### src/rtl/bkm_bus_pkg.sv
// Shared constants, FSM encoding and command decode for the monitor bus sequencer.
// Command codes, the prepare-block status register, state_t and cmd_ok().
package bkm_bus_pkg;

    localparam logic [7:0] CMD_IRQ         = 8'h02;
    localparam logic [7:0] CMD_INIT        = 8'h10;
    localparam logic [7:0] CMD_ID          = 8'h20;
    localparam logic [7:0] CMD_VIDEO       = 8'h21;
    localparam logic [7:0] CMD_PREPARE     = 8'h22;
    localparam logic [7:0] CMD_SERIAL      = 8'h23;
    localparam logic [7:0] CMD_DESEL       = 8'hFF;
    localparam logic [7:0] PREP_REG_STATUS = 8'h27;

    typedef enum logic [1:0] {
        ST_IDLE   = 2'd0,
        ST_REG    = 2'd1,
        ST_DATA   = 2'd2,
        ST_RDWAIT = 2'd3
    } state_t;

    // Init is gated by the slot line; the rest need the card selected.
    function automatic logic cmd_ok(
        input logic [7:0] c,
        input logic       sel,
        input logic       slot_n
    );
        logic ok;
        ok = 1'b0;
        unique case (1'b1)
            (c == CMD_INIT):    ok = ~slot_n;
            (c == CMD_IRQ):     ok = sel;
            (c == CMD_ID):      ok = sel;
            (c == CMD_VIDEO):   ok = sel;
            (c == CMD_PREPARE): ok = sel;
            (c == CMD_SERIAL):  ok = sel;
            default:            ok = 1'b0;
        endcase
        return ok;
    endfunction

endpackage

### src/rtl/bkm_bus_sync.sv
// Synchroniser for the bus strobes and data byte, plus clk_rw rising-edge detect.
// Ports: clk, rst_n, raw bus inputs in; rise pulse and aligned synced fields out.
module bkm_bus_sync #(
    parameter int SYNC_STAGES = 2
) (
    input  logic       clk,
    input  logic       rst_n,
    input  logic       clk_rw,
    input  logic       ax_d,
    input  logic       r_wx,
    input  logic       slot_x_int_x,
    input  logic [7:0] data_in,
    output logic       rise,
    output logic       ax,
    output logic       rw,
    output logic       slot_n,
    output logic [7:0] din
);

    // Field order: clk_rw, ax_d, r_wx, slot_x_int_x, data_in.
    // Slot select resets to its inactive (high) level.
    localparam logic [11:0] RST = 12'h100;

    logic [SYNC_STAGES-1:0][11:0] pipe;
    logic                         prev;
    logic                         s_clk;

    always_ff @(posedge clk or negedge rst_n) begin
        if (!rst_n) begin
            pipe <= {SYNC_STAGES{RST}};
            prev <= 1'b0;
        end else begin
            pipe <= {pipe[SYNC_STAGES-2:0],
                     {clk_rw, ax_d, r_wx, slot_x_int_x, data_in}};
            prev <= pipe[SYNC_STAGES-1][11];
        end
    end

    assign {s_clk, ax, rw, slot_n, din} = pipe[SYNC_STAGES-1];
    assign rise = s_clk & ~prev;

endmodule

### src/rtl/bkm_bus_sequencer.sv
// Monitor-bus front-end: frames bus bytes into cmd/reg/data and drives bank txns.
// Ports: bus strobes/data in, data_out/data_oe_x out, wr_valid/rd_req/txn_* to banks,
// rd_ack/rd_data from banks, busy_len for the prepare status sequence (PREP_BUSY_EN).
module bkm_bus_sequencer #(
    parameter int RD_TIMEOUT  = 8,
    parameter int SYNC_STAGES = 2
) (
    input  logic       clk_20mhz,
    input  logic       reset_x,
    input  logic       clk_rw,
    input  logic       ax_d,
    input  logic       r_wx,
    input  logic       slot_x_int_x,
    input  logic [7:0] data_in,
    output logic [7:0] data_out,
    output logic       data_oe_x,
    output logic       wr_valid,
    output logic       rd_req,
    output logic [7:0] txn_cmd,
    output logic [7:0] txn_reg,
    output logic [7:0] txn_wdata,
    input  logic       rd_ack,
    input  logic [7:0] rd_data,
    input  logic [7:0] busy_len
);

    import bkm_bus_pkg::*;

    localparam int TW = $clog2(RD_TIMEOUT + 1);

    logic          rise;
    logic          ax;
    logic          rw;
    logic          slot_n;
    logic [7:0]    din;

    state_t        state;
    state_t        state_nx;
    logic          selected;
    logic          rd_done;
    logic [TW-1:0] timer;

    logic          addr_ev;
    logic          data_ev;
    logic          is_ff;
    logic          accept;
    logic          cmd_go;
    logic          dec;
    logic          ack_ok;
    logic          timeout;
    logic          rd_fin;
    logic          prep_sel;

    logic          do_sel;
    logic          do_cmd;
    logic          do_rej;
    logic          do_reg;
    logic          do_wr;
    logic          do_rd;
    logic          do_drop;

    bkm_bus_sync #(
        .SYNC_STAGES(SYNC_STAGES)
    ) u_sync (
        .clk         (clk_20mhz),
        .rst_n       (reset_x),
        .clk_rw      (clk_rw),
        .ax_d        (ax_d),
        .r_wx        (r_wx),
        .slot_x_int_x(slot_x_int_x),
        .data_in     (data_in),
        .rise        (rise),
        .ax          (ax),
        .rw          (rw),
        .slot_n      (slot_n),
        .din         (din)
    );

    assign addr_ev = rise & ~ax;
    assign data_ev = rise & ax;
    assign is_ff   = (din == CMD_DESEL);
    assign accept  = cmd_ok(din, selected, slot_n);
    assign cmd_go  = addr_ev & ~is_ff & accept;
    // In REG the address byte is the register number, not a command.
    assign dec     = addr_ev & (state != ST_REG);
    assign ack_ok  = rd_ack & rd_req;
    assign timeout = rd_req & (timer == TW'(RD_TIMEOUT - 1));
    assign rd_fin  = rd_done | ack_ok | timeout;

`ifdef PREP_BUSY_EN
    logic [7:0] prep_v;
    logic [7:0] busy_cnt;
    logic       prep_hit;

    // Status register of the prepare block is served locally.
    assign prep_sel = (txn_cmd == CMD_PREPARE) && (din == PREP_REG_STATUS);
    assign prep_hit = (txn_cmd == CMD_PREPARE) && (txn_reg == PREP_REG_STATUS);
`else
    logic busy_len_unused;

    assign prep_sel        = 1'b0;
    assign busy_len_unused = ^busy_len;
`endif

    always_ff @(posedge clk_20mhz or negedge reset_x) begin
        if (!reset_x) begin
            state <= ST_IDLE;
        end else begin
            state <= state_nx;
        end
    end

    always_comb begin
        state_nx = state;
        unique case (state)
            ST_IDLE: begin
                if (cmd_go) state_nx = ST_REG;
            end
            ST_REG: begin
                if (addr_ev)      state_nx = ST_DATA;
                else if (data_ev) state_nx = ST_IDLE;
            end
            ST_DATA: begin
                if (addr_ev)
                    state_nx = cmd_go ? ST_REG : ST_IDLE;
                else if (data_ev)
                    state_nx = (rw && !rd_fin) ? ST_RDWAIT : ST_IDLE;
            end
            ST_RDWAIT: begin
                if (addr_ev)     state_nx = cmd_go ? ST_REG : ST_IDLE;
                else if (rd_fin) state_nx = ST_IDLE;
            end
            default: state_nx = ST_IDLE;
        endcase
    end

    always_comb begin
        do_sel  = dec & is_ff;
        do_cmd  = dec & cmd_go;
        do_rej  = dec & ~is_ff & ~accept;
        do_reg  = 1'b0;
        do_wr   = 1'b0;
        do_rd   = 1'b0;
        do_drop = 1'b0;
        unique case (state)
            ST_IDLE: ;
            ST_REG: begin
                do_reg  = addr_ev;
                do_drop = data_ev;
            end
            ST_DATA: begin
                do_drop = addr_ev;
                do_wr   = data_ev & ~rw;
                do_rd   = data_ev & rw;
            end
            ST_RDWAIT: begin
                do_drop = addr_ev;
            end
            default: ;
        endcase
    end

    always_ff @(posedge clk_20mhz or negedge reset_x) begin
        if (!reset_x) begin
            data_out  <= 8'hFF;
            wr_valid  <= 1'b0;
            rd_req    <= 1'b0;
            txn_cmd   <= 8'h00;
            txn_reg   <= 8'h00;
            txn_wdata <= 8'h00;
            selected  <= 1'b0;
            rd_done   <= 1'b0;
            timer     <= '0;
`ifdef PREP_BUSY_EN
            prep_v    <= 8'h00;
            busy_cnt  <= 8'h00;
`endif
        end else begin
            wr_valid <= do_wr;
            if (do_sel) selected <= ~selected;
            if (do_cmd) begin
                txn_cmd <= din;
                rd_done <= 1'b0;
            end
            if (do_rej) data_out  <= 8'hFF;
            if (do_wr)  txn_wdata <= din;
            // Prefetch the register as soon as its number is known.
            if (do_reg) begin
                txn_reg <= din;
                rd_req  <= ~prep_sel;
                rd_done <= prep_sel;
                timer   <= '0;
            end else if (rd_req) begin
                if (ack_ok) begin
                    rd_req  <= 1'b0;
                    rd_done <= 1'b1;
                    if (!do_wr) data_out <= rd_data;
                end else if (timeout) begin
                    rd_req   <= 1'b0;
                    rd_done  <= 1'b1;
                    data_out <= 8'hFF;
                end else begin
                    timer <= timer + TW'(1);
                end
            end
            if (do_wr || do_drop) rd_req <= 1'b0;
`ifdef PREP_BUSY_EN
            if (do_wr && prep_hit) begin
                prep_v   <= din;
                busy_cnt <= busy_len;
            end
            if (do_rd && prep_hit) begin
                if (busy_cnt != 8'h00) begin
                    data_out <= prep_v;
                    busy_cnt <= busy_cnt - 8'h01;
                end else begin
                    data_out <= 8'h00;
                    prep_v   <= 8'h00;
                end
            end
`endif
        end
    end

    assign data_oe_x = ~(selected & rw & ax & reset_x);

endmodule

### config.mk
export PLATFORM = sky130hd
export DESIGN_NAME = bkm_bus_sequencer
export DESIGN_NICKNAME = d
export VERILOG_FILES = /design/src/rtl/bkm_bus_pkg.sv /design/src/rtl/bkm_bus_sync.sv /design/src/rtl/bkm_bus_sequencer.sv
export SDC_FILE = /design/constraint.sdc
export NUM_CORES = 1
export LEC_CHECK = 0
export CELL_PAD_IN_SITES_DETAIL_PLACEMENT = 0
export CELL_PAD_IN_SITES_GLOBAL_PLACEMENT = 1
export CORE_MARGIN = 2
export CORE_UTILIZATION = 45
export CTS_BUF_LIST = sky130_fd_sc_hd__clkbuf_8
export DETAILED_ROUTE_END_ITERATION = 8
export DONT_BUFFER_PORTS = 1
export MAX_ROUTING_LAYER = met4
export PLACE_DENSITY = 0.83
export SLEW_MARGIN = 20
export SYNTH_ARGS = -nofsm -noshare
export SYNTH_HDL_FRONTEND = slang
export SYNTH_SLANG_ARGS = --single-unit
### constraint.sdc
create_clock -name clk_20mhz -period 4.8 [get_ports clk_20mhz]
set_input_delay 0.72 -clock clk_20mhz [delete_from_list [all_inputs] [get_ports clk_20mhz]]
set_output_delay 0.72 -clock clk_20mhz [all_outputs]
set_load 0.02 [all_outputs]
==> impl_metrics.env <==
export IMPL_status="complete, no violations"
export IMPL_synth_cells=208
export IMPL_hold_class="input port to asynchronous set/reset pin"
export IMPL_cts_clk_slew_worst_paths_ps=70
export IMPL_synth_distinct_cells=37
export IMPL_yosys_area_share_simple_pct=17.44
export IMPL_critPathKind="flip-flop to flip-flop"
export IMPL_port_buffers=0
export IMPL_synth_compound_area_share_pct=8.595
export IMPL_leakage_nw=1.317
export IMPL_synthAdderAreaFrac_pct=0.5056
export IMPL_cp_start_kind="flip-flop"
export IMPL_grt_max_degree=69
export IMPL_clkPwrFrac_pct=41.9
export IMPL_hold_buffers=0
export IMPL_worstSetupEndpointType="flip-flop"
export IMPL_power_internal_mw=0.8830
export IMPL_ir_drop_mv=0.2905
export IMPL_power_density_nw_per_um2=405.5
export IMPL_cts_buffer_depth=2
export IMPL_die_y_um=78.16
export IMPL_fin_setup_tns_ps=0
export IMPL_setup_viol=0
export IMPL_tightest_slew_ps=615.8
export IMPL_top_register="u_sync.pipe"
export IMPL_postCtsSetupRepairBufs=0
export IMPL_hold_viol_final=0
export IMPL_synth_top_family_by_area="simple AND/OR/NAND/NOR gates"
export IMPL_switching_power_mw=0.2363
export IMPL_die_w_um=78.16
export IMPL_yosys_register_bits=67
export IMPL_core_area_um2=5405
export IMPL_cts_tree="built"
export IMPL_place_gp_congestion=0.7297
export IMPL_fmax_mhz=463.1
export IMPL_num_io_pins=66
export IMPL_arrival_ps=2410
export IMPL_wl_um=4466
export IMPL_period_minus_slack_ps=2160
export IMPL_num_vias=1522
export IMPL_crit_path_max_fanout=16
export IMPL_total_power_mw=1.119
export IMPL_maxCapViolCount=0
export IMPL_dieArea_um2=6109
export IMPL_cp_required_ps=5050
export IMPL_combPwrFrac_pct=2.8
export IMPL_grt_ovfl_total=0
export IMPL_drt_first_iter_violations=105
export IMPL_htreeDepth=3
export IMPL_rows=27
export IMPL_slew_viol_final=0
export IMPL_synthArstFlopShare_pct=100.0
export IMPL_power_share_switching_pct=21.11
export IMPL_min_period_over_period_pct=44.99
export IMPL_synth_enable_flop_cells=0
export IMPL_start_util_pct=45.79
export IMPL_maxSlewHeadroom_pct=58.77
export IMPL_largest_reg_flops=13
export IMPL_synth_xor_area_share_pct=1.416
export IMPL_syn_area_per_cell_um2=11.90
export IMPL_diodes=0
export IMPL_dpl_hpwl_um=3032
export IMPL_dr_pass1_iters=4
export IMPL_synth_nets=240
export IMPL_syn_area_um2=2475
export IMPL_fillCellCount=500
export IMPL_ys_flop_type="dfrtp_1"
export IMPL_fin_nets=247
export IMPL_cts_resized=0
export IMPL_skew_ps=7.071
export IMPL_clk_latency_ps=330
export IMPL_numCtsBuffers=9
export IMPL_wire_per_inst_um=15.29
export IMPL_track_usage_pct=16.89
export IMPL_route_detailed_drc=0
export IMPL_grt_pass1_vias=1531
export IMPL_syn2layout_area_growth_pct=11.53
export IMPL_cts_sinks=67
export IMPL_muxShareOfSynthArea_pct=2.275
export IMPL_cts_root_buf="clkbuf_8"
export IMPL_grt_setup_unrepaired="no"
export IMPL_antenna_found_initial=0
export IMPL_drive_above_1_share_pct=17.27
export IMPL_yosysSeqAreaShare_pct=68.25
export IMPL_routed_via_density=5.212
export IMPL_sequentialPowerShare_pct=55.3
export IMPL_drtAntennaViolNets=0
export IMPL_grt_pass1_wl_um=7493
export IMPL_synth_warnings=0
power groups by stage:
| stage | Clock, mW | Combinational [mW] | Sequential [mW] |
|---|---|---|---|
| 4_1_cts | 0.481 | 0.0320 | 0.620 |
| 6_report | 0.469 | 0.0313 | 0.619 |
| 3_5_place_dp | 0 | 0.0318 | 0.630 |
| 3_3_place_gp | 0 | 0.0306 | 0.629 |
| 2_1_floorplan | 0 | 0.0267 | 0.623 |
| 5_1_grt | 0.509 | 0.0362 | 0.623 |
final cells by class:
cell class                 instances  area, um^2  share of cell area [%]
sequential                        67        1689                   61.20
multi-input combinational        131       748.2                   27.11
clock buffer                      12       165.2                   5.984
tap                               72       90.09                   3.264
clock inverter                     4       41.29                   1.496
inverter                           5       18.77                  0.6800
timing repair buffer               1       7.507                  0.2720
path summary, 6_finish.rpt:
kind | cells after the start | startpoint | endpoint | slack (ps)
hold / removal | 0 | reset_x | timer[2] | 80
max in group asynchronous | 0 | reset_x | u_sync.pipe[8] | 4520
setup reg to reg | 5 | u_sync.prev | data_out[0] | 2640
hold reg to reg | 0 | u_sync.pipe[0] | u_sync.din[0] | 350
setup / recovery | 5 | u_sync.prev | data_out[0] | 2640
min in group clk_20mhz | 0 | u_sync.pipe[0] | u_sync.din[0] | 350
synthesized netlist by cell type (2+ instances only):
cell type	number	share of area [%]
dfstp_2	10	11
nand2b_1	2	0.51
nand2_1	52	7.9
o22a_2	2	0.81
mux2_2	5	2.3
or2_2	2	0.51
o21ai_0	11	2.2
inv_1	4	0.61
and2b_1	3	0.91
nor2b_1	3	0.76
xor2_1	2	0.71
a21oi_1	8	1.6
and2b_2	2	0.71
xnor2_1	2	0.71
a31oi_1	3	0.76
nor2_1	8	1.2
o22ai_1	4	1.0
dfrtp_1	57	58
nor3_1	2	0.40
nand4_1	5	1.3
clkbuf_1	5	0.76
per-stage QoR:
stage	cell area, um^2	util [%]	hold slack, ps	worst slack (ps)	instances
after floorplan	2475	-	331.2	2911	208
after global placement	2554	47.25	331.5	2666	276
after detailed placement	2554	47.25	334.7	2649	276
after CTS	2760	51.06	54.18	2641	292
after global routing	2760	51.06	48.39	2463	292
final	2760	51.06	80.10	2641	292
worst max-delay path: stages (launching register included):
cell and delay, ps:
dfrtp_1 370, nand2b_1 200, or4_1 790, nand4_1 460, nor2_1 70, a31oi_1 180
kinds of logic (layout without fill, tap and decap cells):
group,count (synthesis),in the layout
DFF,67,67
and+or+nand+nor,87,87
AOI/OAI and AO/OA,34,34
adders and majority gates,1,1
xor gates and xnor gates,4,4
buffers and inverters,10,22
muxes,5,5
per-layer routing:
layer	up-vias	GRT usage, %	wire (um)
li1	719	-	-
met1	743	21.55	1993
met2	53	23.88	2052
met3	7	6.552	342
met4	0	7.895	78
met5	-	-	0
placed cells by master, fill, tap and decap left out, types with 2 or more instances in the layout:
cell type and instances:
nor2_1 8, a31oi_1 3, mux2_2 5, o22a_2 2
nand4_1 5, a21oi_1 8, dfstp_2 10, nor3_1 2
and2b_1 3, o21ai_0 11, dfrtp_1 57, nand2_1 52
or2_2 2, xor2_1 2, xnor2_1 2, and2b_2 2
o22ai_1 4, nand2b_1 2, clkbuf_8 12, nor2b_1 3
inv_1 7
(Power assumes the default switching activity.)
